File: config.mk
export PLATFORM = sky130hd
export DESIGN_NAME = restoring_divider_8bit
export DESIGN_NICKNAME = d
export VERILOG_FILES = /design/src/rtl/restoring_divider_8bit_pkg.sv /design/src/rtl/restoring_divider_8bit_div_step.sv /design/src/rtl/restoring_divider_8bit.sv
export SDC_FILE = /design/constraint.sdc
export NUM_CORES = 1
export LEC_CHECK = 0
export CORE_MARGIN = 2
export CORE_UTILIZATION = 49
export DETAILED_ROUTE_END_ITERATION = 16
export PLACE_DENSITY_LB_ADDON = 0.3
export SLEW_MARGIN = 20
export SYNTH_ARGS = -nofsm -noshare
export SYNTH_HDL_FRONTEND = slang
export SYNTH_HIERARCHICAL = 1
export SYNTH_SLANG_ARGS = --single-unit
File: constraint.sdc
create_clock -name clk -period 2.7 [get_ports clk]
set_clock_uncertainty 0.1 [all_clocks]
set_input_delay 0.54 -clock clk [delete_from_list [all_inputs] [get_ports clk]]
set_output_delay 0.54 -clock clk [all_outputs]
set_load 0.005 [all_outputs]
File: src/rtl/restoring_divider_8bit_pkg.sv
// Shared definitions for the restoring divider: FSM states, the default width
// and the iteration counter width.
package restoring_divider_8bit_pkg;

  localparam int DIV_WIDTH = 8;

  typedef enum logic [1:0] {
    IDLE = 2'd0,
    RUN  = 2'd1,
    DONE = 2'd2
  } div_state_e;

  // A 1-bit counter is still needed for the degenerate WIDTH=1 case.
  function automatic int cnt_w(input int w);
    return (w > 1) ? $clog2(w) : 1;
  endfunction

  localparam int CNT_W = cnt_w(DIV_WIDTH);

endpackage

File: src/rtl/restoring_divider_8bit_div_step.sv
// One restoring-division iteration: shift the next dividend bit into the
// partial remainder, trial-subtract the divisor and restore on borrow.
module restoring_divider_8bit_div_step
  import restoring_divider_8bit_pkg::*;
#(
  parameter int WIDTH = DIV_WIDTH
) (
  input  logic [WIDTH:0]   p_in,
  input  logic             bit_in,
  input  logic [WIDTH-1:0] divisor,
  output logic [WIDTH:0]   p_out,
  output logic             q_bit
);

  logic [WIDTH+1:0] shifted;
  logic [WIDTH+2:0] diff;
  logic             borrow;

  // p_in stays below the divisor, so its top bit is always 0 and the wide
  // shift matches {P[WIDTH-1:0], bit} exactly.
  always_comb begin
    shifted = {p_in, bit_in};
    diff    = {1'b0, shifted} - {3'b000, divisor};
    borrow  = diff[WIDTH+2];
    q_bit   = ~borrow;
    p_out   = borrow ? shifted[WIDTH:0] : diff[WIDTH:0];
  end

endmodule

File: src/rtl/restoring_divider_8bit.sv
// Sequential unsigned divider, one quotient bit per clock, with valid/ready
// handshakes on both the operand and the result side.
module restoring_divider_8bit
  import restoring_divider_8bit_pkg::*;
#(
  parameter int WIDTH = DIV_WIDTH
) (
  input  logic             clk,
  input  logic             rst_n,
  input  logic             in_valid,
  output logic             in_ready,
  input  logic [WIDTH-1:0] dividend,
  input  logic [WIDTH-1:0] divisor,
  output logic             out_valid,
  input  logic             out_ready,
  output logic [WIDTH-1:0] quotient,
  output logic [WIDTH-1:0] remainder,
  output logic             div_by_zero,
  output logic             busy
);

  // Handshake: a transfer happens on a rising edge where valid and ready are
  // both high; valid-side data is held stable until that edge.
  localparam int CW = cnt_w(WIDTH);

  div_state_e       state_q, state_d;
  logic [CW-1:0]    cnt_q, cnt_d;
  logic [WIDTH:0]   p_q, p_d;
  logic [WIDTH-1:0] q_q, q_d;
  logic [WIDTH-1:0] dvs_q, dvs_d;
  logic [WIDTH-1:0] quot_q, quot_d;
  logic [WIDTH-1:0] rem_q, rem_d;
  logic             dbz_q, dbz_d;
  logic             out_valid_q, out_valid_d;
  logic             in_ready_q, in_ready_d;
  logic             busy_q, busy_d;

  logic [WIDTH:0]   step_p;
  logic             step_bit;

  restoring_divider_8bit_div_step #(.WIDTH(WIDTH)) u_step (
    .p_in    (p_q),
    .bit_in  (q_q[WIDTH-1]),
    .divisor (dvs_q),
    .p_out   (step_p),
    .q_bit   (step_bit)
  );

  always_comb begin
    state_d     = state_q;
    cnt_d       = cnt_q;
    p_d         = p_q;
    q_d         = q_q;
    dvs_d       = dvs_q;
    quot_d      = quot_q;
    rem_d       = rem_q;
    dbz_d       = dbz_q;
    out_valid_d = out_valid_q;
    busy_d      = busy_q;
    unique case (state_q)
      IDLE: begin
        if (in_valid && in_ready_q) begin
          busy_d = 1'b1;
          if (divisor != '0) begin
            state_d = RUN;
            cnt_d   = CW'(WIDTH - 1);
            p_d     = '0;
            q_d     = dividend;
            dvs_d   = divisor;
          end else begin
            state_d     = DONE;
            quot_d      = '1;
            rem_d       = dividend;
            dbz_d       = 1'b1;
            out_valid_d = 1'b1;
          end
        end
      end
      RUN: begin
        p_d = step_p;
        q_d = {q_q[WIDTH-2:0], step_bit};
        if (cnt_q == '0) begin
          state_d     = DONE;
          quot_d      = {q_q[WIDTH-2:0], step_bit};
          rem_d       = step_p[WIDTH-1:0];
          dbz_d       = 1'b0;
          out_valid_d = 1'b1;
        end else begin
          cnt_d = cnt_q - 1'b1;
        end
      end
      DONE: begin
        if (out_ready) begin
          state_d     = IDLE;
          out_valid_d = 1'b0;
          dbz_d       = 1'b0;
          busy_d      = 1'b0;
        end
      end
      default: begin
        state_d     = IDLE;
        out_valid_d = 1'b0;
        dbz_d       = 1'b0;
        busy_d      = 1'b0;
      end
    endcase
    in_ready_d = (state_d == IDLE);
  end

  always_ff @(posedge clk or negedge rst_n) begin
    if (!rst_n) begin
      state_q     <= IDLE;
      cnt_q       <= '0;
      p_q         <= '0;
      q_q         <= '0;
      dvs_q       <= '0;
      quot_q      <= '0;
      rem_q       <= '0;
      dbz_q       <= 1'b0;
      out_valid_q <= 1'b0;
      in_ready_q  <= 1'b0;
      busy_q      <= 1'b0;
    end else begin
      state_q     <= state_d;
      cnt_q       <= cnt_d;
      p_q         <= p_d;
      q_q         <= q_d;
      dvs_q       <= dvs_d;
      quot_q      <= quot_d;
      rem_q       <= rem_d;
      dbz_q       <= dbz_d;
      out_valid_q <= out_valid_d;
      in_ready_q  <= in_ready_d;
      busy_q      <= busy_d;
    end
  end

  assign in_ready    = in_ready_q;
  assign out_valid   = out_valid_q;
  assign quotient    = quot_q;
  assign remainder   = rem_q;
  assign div_by_zero = dbz_q;
  assign busy        = busy_q;

endmodule

== After elaboration in Yosys (flattened, before gate mapping) ==
Index checks and enable logic that the tools add are counted.
Word-level totals
  flip-flop bits (word level): 50
  input port bits: 20
  output and inout bits: 20
  logic and storage cells: 68
Operators by class
  $add $sub $neg: 2
  eq/ne operators: 8
  muxes and demuxes: 33
  bitwise logic cells: 2
  reduce and logical (&&, ||, !) cells: 12
Operator list (number)
  $mux 8: 8
  $pmux 8 s2: 3
  $mux 9: 3
  $pmux 9 s2: 1
  $ne 2x2->1 const B: 6
  $reduce_and 4->1: 3
  $sub 10x8->11: 1
  $mux 3: 3
  $pmux 1 s3: 3
  $reduce_and 3->1: 3
  $mux 2: 4
  $reduce_bool 8->1: 1
  $mux 1: 6
  $pmux 2 s3: 1
  $pmux 3 s2: 1
  $logic_not 2->1: 2
  $logic_not 3->1: 1
  $sub 3x1->3 const B: 1
  $eq 2x1->1 const B: 1
  $eq 2x2->1 const B: 1
  $not 1->1: 2
  $reduce_bool 2->1: 1
  $logic_and 1x1->1: 1

== Longest topological paths before layout ==
Gate-level depths: netlist of run 1.
  depth after elaboration: 5
  mapped depth: 12
  gate-level depth less buffers: 11

== Hierarchy ==
Netlist of run 1, hierarchy kept.
By module, submodules not included
  restoring_divider_8bit: instances 1, cells an instance 193, area an instance 2239.6 µm², sequential area each 1251.2 µm²
  restoring_divider_8bit_div_step: instances 1, cells an instance 65, area an instance 550.5 µm², sequential area each 0.0 µm²

== Least setup slack after synthesis of run 1 ==
OpenSTA, ideal clock, no wires.
  kind: reg2reg
  start point: register q_q[7]
  end point: register rem_q[1] (netlist: remainder[1])
  setup time: 0.125 ns
  arrival time: 2.419 ns
  slack: 0.056 ns
  stages on the path, launching flop included: 13
  buffers on the path: 1
  period minus slack after synthesis: 2.644 ns
  path through: dfrtp_1 -> inv_1 -> ha_1 -> inv_1 -> fa_1 -> a21o_1 -> a41o_1 -> a31o_1 -> buf_6 -> mux2_4 -> nand2_1 -> nand2_1 -> mux2_2
On the way
  longest elaborated chain between the ends: 4
Ends and longest elaborated chain
  start, declared: RTL line restoring_divider_8bit.sv:29  | logic [WIDTH-1:0] q_q, q_d;
  start signal, assigned: RTL line restoring_divider_8bit.sv:127  | q_q <= q_d;
  $sub 10x8->11: RTL line restoring_divider_8bit_div_step.sv:23  | diff = {1'b0, shifted} - {3'b000, divisor};
  $mux 9: RTL line restoring_divider_8bit_div_step.sv:26  | p_out = borrow ? shifted[WIDTH:0] : diff[WIDTH:0];
  named net step_p[1]: RTL line restoring_divider_8bit.sv:38  | logic [WIDTH:0] step_p;
  $mux 8: RTL line restoring_divider_8bit.sv:82  | if (cnt_q == '0) begin
  $pmux 8 s2: RTL line restoring_divider_8bit.sv:60  | unique case (state_q)
  end signal, assigned: RTL line restoring_divider_8bit.sv:130  | rem_q <= rem_d;
  end, declared: RTL line restoring_divider_8bit.sv:32  | logic [WIDTH-1:0] rem_q, rem_d;
The timed path passes the listed nets, and every way through them passes these cells. The select of a mux whose other input is x is not followed.
A chain may end at the register's enable or synchronous reset.

== Final worst setup path of run 1 ==
  start point: register q_q[7]
  end point: register rem_q[4] (netlist: remainder[4])
The elaborated chain is that of the path after synthesis.

==> results.yml, run 1 <==
layout:
  post_route_cells_drive_above_1_share_pct: 23.0
  fin_nets: 337
  synthToLayoutAreaGrowth_pct: 22.3
  final_util_pct: 62.0
  nFillCells: 466
  diodes: 0
timing:
  min_period_over_period_pct: 96.8
  timing.fmax_mhz: 383
  rsz0062_at_grt: "yes"
  worst_slack_ns: 0.0864
  drv_slew: 0
  maxSlewHeadroom_pct: 59.2
  period_minus_slack_ns: 2.61
  hold_violations: 0
  tightest_slew_ns: 0.612
  setup_viol: 0
  whs_ns: 0.120
global_route:
  antenna_found_initial: 0
  grt.total_usage_pct: 19.3
  grtUsageMet3_pct: 4.19
  grt_start_max_net_pins: 24
  grt_pass1_vias: 2034
  grtUsageMet1_pct: 27.0
  overflow: 0
  grt_first_pass_wirelength_microns: 9560
  grt_util_met2_pct: 30.6
  grt.busiest_layer: "met2"
worst_setup_path:
  cp.arrival_ns: 2.69
  cp_slowest_cell: "dfrtp_1"
  cpPeakStageDelay_ns: 0.39
  critical_path_class: "register to register"
  crit_path_end_kind: "register"
  cp_max_fo: 8
  startpoint_type: "register"
  crit_chain: "inv_2, ha_4, inv_1, fa_2, a21o_1, a41o_1, a31o_4, mux2_4, nand2_2, nand2_1, mux2_2"
  required_ns: 2.78
floorplanning:
  die-area_sq_um: 6310
  initial_core_util_pct: 50.7
  die_w_microns: 79.5
  coreArea_sq_um: 5510
  rows: 27
  ios: 40
  die_y_microns: 79.5
logic_synthesis:
  post-synth-top-count-cell: "dfrtp_1"
  yosys_warnings: 6
  synth_top_flop_cell: "dfrtp_1"
  ys_types: 48
  synth.avg_cell_area_sq_um: 10.8
  synth_commonest_cells: "dfrtp_1, nand2_1, mux2_2, inv_1"
  synth_area_leaders: "dfrtp_1, mux2_2, nand2_1"
  synthDominantCellAreaShare_pct: 44.8
  synth_top_area_cell: "dfrtp_1"
  synth_nets: 289
  syn_inst: 258
  synth_edf_count: 0
  syn-cell-area_sq_um: 2790
  ys_ff_latch: 50
  async_flop_share_pct: 100
  yosysSeqAreaShare_pct: 44.8
routing:
  drt-pass1-iter-count: 4
  ant_nets: 0
  drt-total-wl_microns: 5610
  wire_per_inst_microns: 14.9
  drcViolationCount: 0
  first_iter_violations: 90
  viasPerCell: 5.38
  vias: 2027
clock_network:
  path_clk_slew_ns: 0.08
  holdBufCountCts: 0
  insertion_delay_ns: 0.29
  cts_tree: "yes"
  clock_path_buffers: 2
  cts_buffers: 5
  clock-sinks: 50
  root_buffer: "clkbuf_8"
  ctsHtreeMaxLevel: 2
pwr:
  powerDensity_nw_per_um2: 1270
  peakVddDrop_uv: 636
  p_leak_nw: 1.55
outcome:
  status: "finished clean"
placement:
  hpwlAfterDp_microns: 4260
  post-place-ws_ns: -0.0788
  portBuffers: 39
  place.gp.congestion: 0.803
job:
  maxCapViolations: 0
worst_hold_path:
  hold_class: "input port to async pin"
report_power, final:
group | internal (mW) | switching (mW) | leakage, nW
clock | 0.198 | 0.216 | 0.0431
combinational | 1.44 | 1.17 | 0.918
sequential | 1.09 | 0.229 | 0.586
total | 2.72 | 1.62 | 1.55
layout make-up:
| type | instances | area, sq um | share of cell area [%] |
|---|---|---|---|
| inverter | 12 | 45.0 | 1.32 |
| timing repair buffer | 54 | 510 | 15.0 |
| multi-input combinational | 183 | 1430 | 42.0 |
| sequential | 50 | 1250 | 36.7 |
| clock buffer | 6 | 82.6 | 2.42 |
| tap | 72 | 90.1 | 2.64 |
worst paths after layout:
path,start,endpoint,slack [ns],cells after the start
setup / recovery,q_q[7],remainder[4],0.09,11
max in group asynchronous,rst_n,dvs_q[2],1.75,2
min in group clk,out_valid,out_valid,0.38,1
hold reg to reg,out_valid,out_valid,0.38,1
hold / removal,rst_n,quotient[6],0.12,1
setup reg to reg,q_q[7],remainder[4],0.09,11
cells in the final DEF, fill, tap and decap left out, types with 2 or more instances in the layout:
cell             count
a211oi_1             2
a21o_1               3
a21oi_1              9
a221o_1              2
a22o_1              10
and2_1               2
and2b_1              2
buf_4               14
clkbuf_8             6
clkdlybuf4s50_1     38
dfrtp_1             50
ha_1                 9
inv_1               11
mux2_2              23
mux2_4               8
mux2i_1              2
nand2_1             39
nand2_2              4
nand2b_1             5
nand3_1              3
nor2_1               7
nor2b_1              3
nor4_4               2
o21a_1               9
o21ai_0              6
or2_2                2
or3_1                9
xor2_1               2
critical path: cells and delay by family (launching register included):
kind / cells / cell delay (ns)
multiplexers: 2 / 0.59
buffers and inverters: 2 / 0.12
AO/OA/AOI/OAI: 3 / 0.75
flip-flops: 1 / 0.39
adder cells (fa/ha/maj): 2 / 0.45
AND/OR/NAND/NOR: 2 / 0.10
flip-flops by register name, indices dropped and copies added, names as in the netlist, 2 cells and up:
name       count
q_q            8
dvs_q          8
state_q        2
cnt_q          3
quotient       8
p_q            9
remainder      8
routing by layer:
layer	wire length (microns)	part of all wire, %	up-vias
met5	0	0	-
met4	34	0.61	0
met3	168	3.0	6
met2	2710	48	37
met1	2700	48	991
li1	-	-	993
timing repair:
item                                    4_1_cts  5_1_grt
setup buffers                                 0        1
pin swaps                                     0        3
resized for setup                             2        7
endpoints found under the setup margin       10       10
logic make-up after synthesis:
| group | share of synthesized area (%) |
|---|---|
| and+or+nand+nor | 16.4 |
| muxes | 14.7 |
| xor gates and xnor gates | 0.942 |
| DFF | 44.8 |
| buffers and inverters | 4.93 |
| adders and majority gates | 5.20 |
| AOI/OAI and AO/OA | 13.0 |
per-stage QoR:
| stage | cells | area, sq um | setup TNS [ns] | total power, mW |
|---|---|---|---|---|
| 2_1_floorplan | 258 | 2790 | 0 | 3.11 |
| 3_3_place_gp | 370 | 3290 | -0.132 | 3.77 |
| 3_5_place_dp | 370 | 3290 | -0.542 | 3.85 |
| 4_1_cts | 376 | 3380 | 0 | 4.31 |
| 5_1_grt | 377 | 3410 | -0.0890 | 4.69 |
| 6_report | 377 | 3410 | 0 | 4.34 |
No activity file was read; power rests on OpenSTA's default activity.
==> inputs of run 2 (changes only) <==
- CORE_UTILIZATION: 49 -> 59
- clock period: 2.7 -> 3.2 ns (I/O delays scaled with it)
==> results.yml, run 2 (synthesized netlist as in run 1, its figures left out) <==
outcome:
  status: "finished clean"
clock_network:
  insertion_delay_ns: 0.30
  cts_setup_buffers: 0
  root_buffer: "clkbuf_8"
  clock-sinks: 50
  ctsHtreeMaxLevel: 2
  cts_buffers: 5
  path_clk_slew_ns: 0.10
  cts_resized: 0
  holdBufCountCts: 0
  cts_tree: "yes"
  clock_path_buffers: 2
floorplanning:
  rows: 25
  ios: 40
  coreArea_sq_um: 4630
  die_y_microns: 72.8
  die-area_sq_um: 5300
  initial_core_util_pct: 60.3
  die_w_microns: 72.8
timing:
  timing.fmax_mhz: 341
  hold_violations: 0
  whs_ns: 0.253
  setup-tns-final_ns: 0
  rsz0062_at_grt: "no"
  maxSlewHeadroom_pct: 57.4
  tightest_slew_ns: 0.639
  setup_viol: 0
  drv_slew: 0
  period_minus_slack_ns: 2.93
  min_period_over_period_pct: 91.5
pwr:
  powerDensity_nw_per_um2: 1090
  peakVddDrop_uv: 609
  p_leak_nw: 1.50
  finalPower_mw: 3.60
worst_setup_path:
  critical_path_class: "register to register"
  critPathLaunch: "q_q[7]"
  crit_path_end_kind: "register"
  required_ns: 3.29
  cp_slowest_cell: "a31o_1"
  cp_max_fo: 10
  crit_buf_inv: 2
  cpPeakStageDelay_ns: 0.41
  r2r_end: "remainder[1]"
  cp.depth: 11
  startpoint_type: "register"
  cp-endpoint: "remainder[1]"
  r2r_start: "q_q[7]"
  r2r_setup_slack_ns: 0.27
  cp.arrival_ns: 3.02
  path_delay_family: "compound AO/OA/AOI/OAI gates"
  crit_chain: "inv_1, ha_1, inv_1, fa_1, a21o_1, a41o_1, a31o_1, mux2_4, nand2_1, nand2_1, mux2_2"
  rr_worst_depth: 11
routing:
  wire_per_inst_microns: 16.0
  drcViolationCount: 0
  drt-total-wl_microns: 5620
  viasPerCell: 5.78
  first_iter_violations: 155
  ant_nets: 0
  drt-pass1-iter-count: 4
  vias: 2036
placement:
  place.gp.congestion: 0.822
  portBuffers: 39
  dp_cells: 344
  hpwlAfterDp_microns: 4230
global_route:
  grt_start_max_net_pins: 30
  grt.total_usage_pct: 23.4
  antenna_found_initial: 0
  grt_first_pass_wirelength_microns: 9580
  grt_pass1_vias: 2024
  overflow: 0
layout:
  nFillCells: 341
  largest_register: "p_q"
  synthToLayoutAreaGrowth_pct: 18.5
  diodes: 0
  post_route_cells_drive_above_1_share_pct: 18.5
  largest_reg_flops: 9
  final_cell_mix: "dfrtp_1, nand2_1, clkdlybuf4s50_1"
  final_common_cell: "dfrtp_1"
  layout.cells.non_filler: 352
  fin_nets: 328
worst_hold_path:
  hold_class: "input port to async pin"
job:
  maxCapViolations: 0
-- run 2: power by group --
group,switching (mW),internal [mW]
logic,0.963,1.09
registers,0.193,0.916
clock network,0.205,0.233
total,1.36,2.24
-- run 2: worst min-delay path by stage --
stage | startpoint | to | slack [ns] | cells after the start
finish | rst_n | remainder[3] | 0.25 | 1
global route | rst_n | remainder[3] | 0.31 | 1
CTS | rst_n | remainder[3] | 0.27 | 1
detailed placement | cnt_q[0] | cnt_q[0] | 0.36 | 1
global placement | cnt_q[0] | cnt_q[0] | 0.36 | 1
floorplan | rst_n | busy | 0.24 | 0
-- run 2: layout make-up --
class	instances	area [sq um]	area share, %
clock buffers	6	72.6	2.20
clock inverters	2	37.5	1.14
inverters	12	45.0	1.36
multi-input cells	183	1400	42.4
flip-flops and latches	50	1250	37.9
well taps	54	67.6	2.04
repair buffers	45	430	13.0
-- run 2: per-stage QoR --
step,area (sq um),worst slack [ns],utilization [%]
finish,3310,0.272,71.4
global route,3310,0.115,71.4
CTS,3310,0.279,71.4
detailed placement,3200,0.295,69.0
global placement,3200,0.396,69.0
floorplan,2790,0.556,-
-- run 2: routing by layer --
metal	track usage (%)	vias up	part of all wire, %
met3	4.97	6	5.1
met5	0	-	0
li1	-	975	-
met1	31.5	988	45
met2	38.8	67	49
met4	5.97	0	1.0
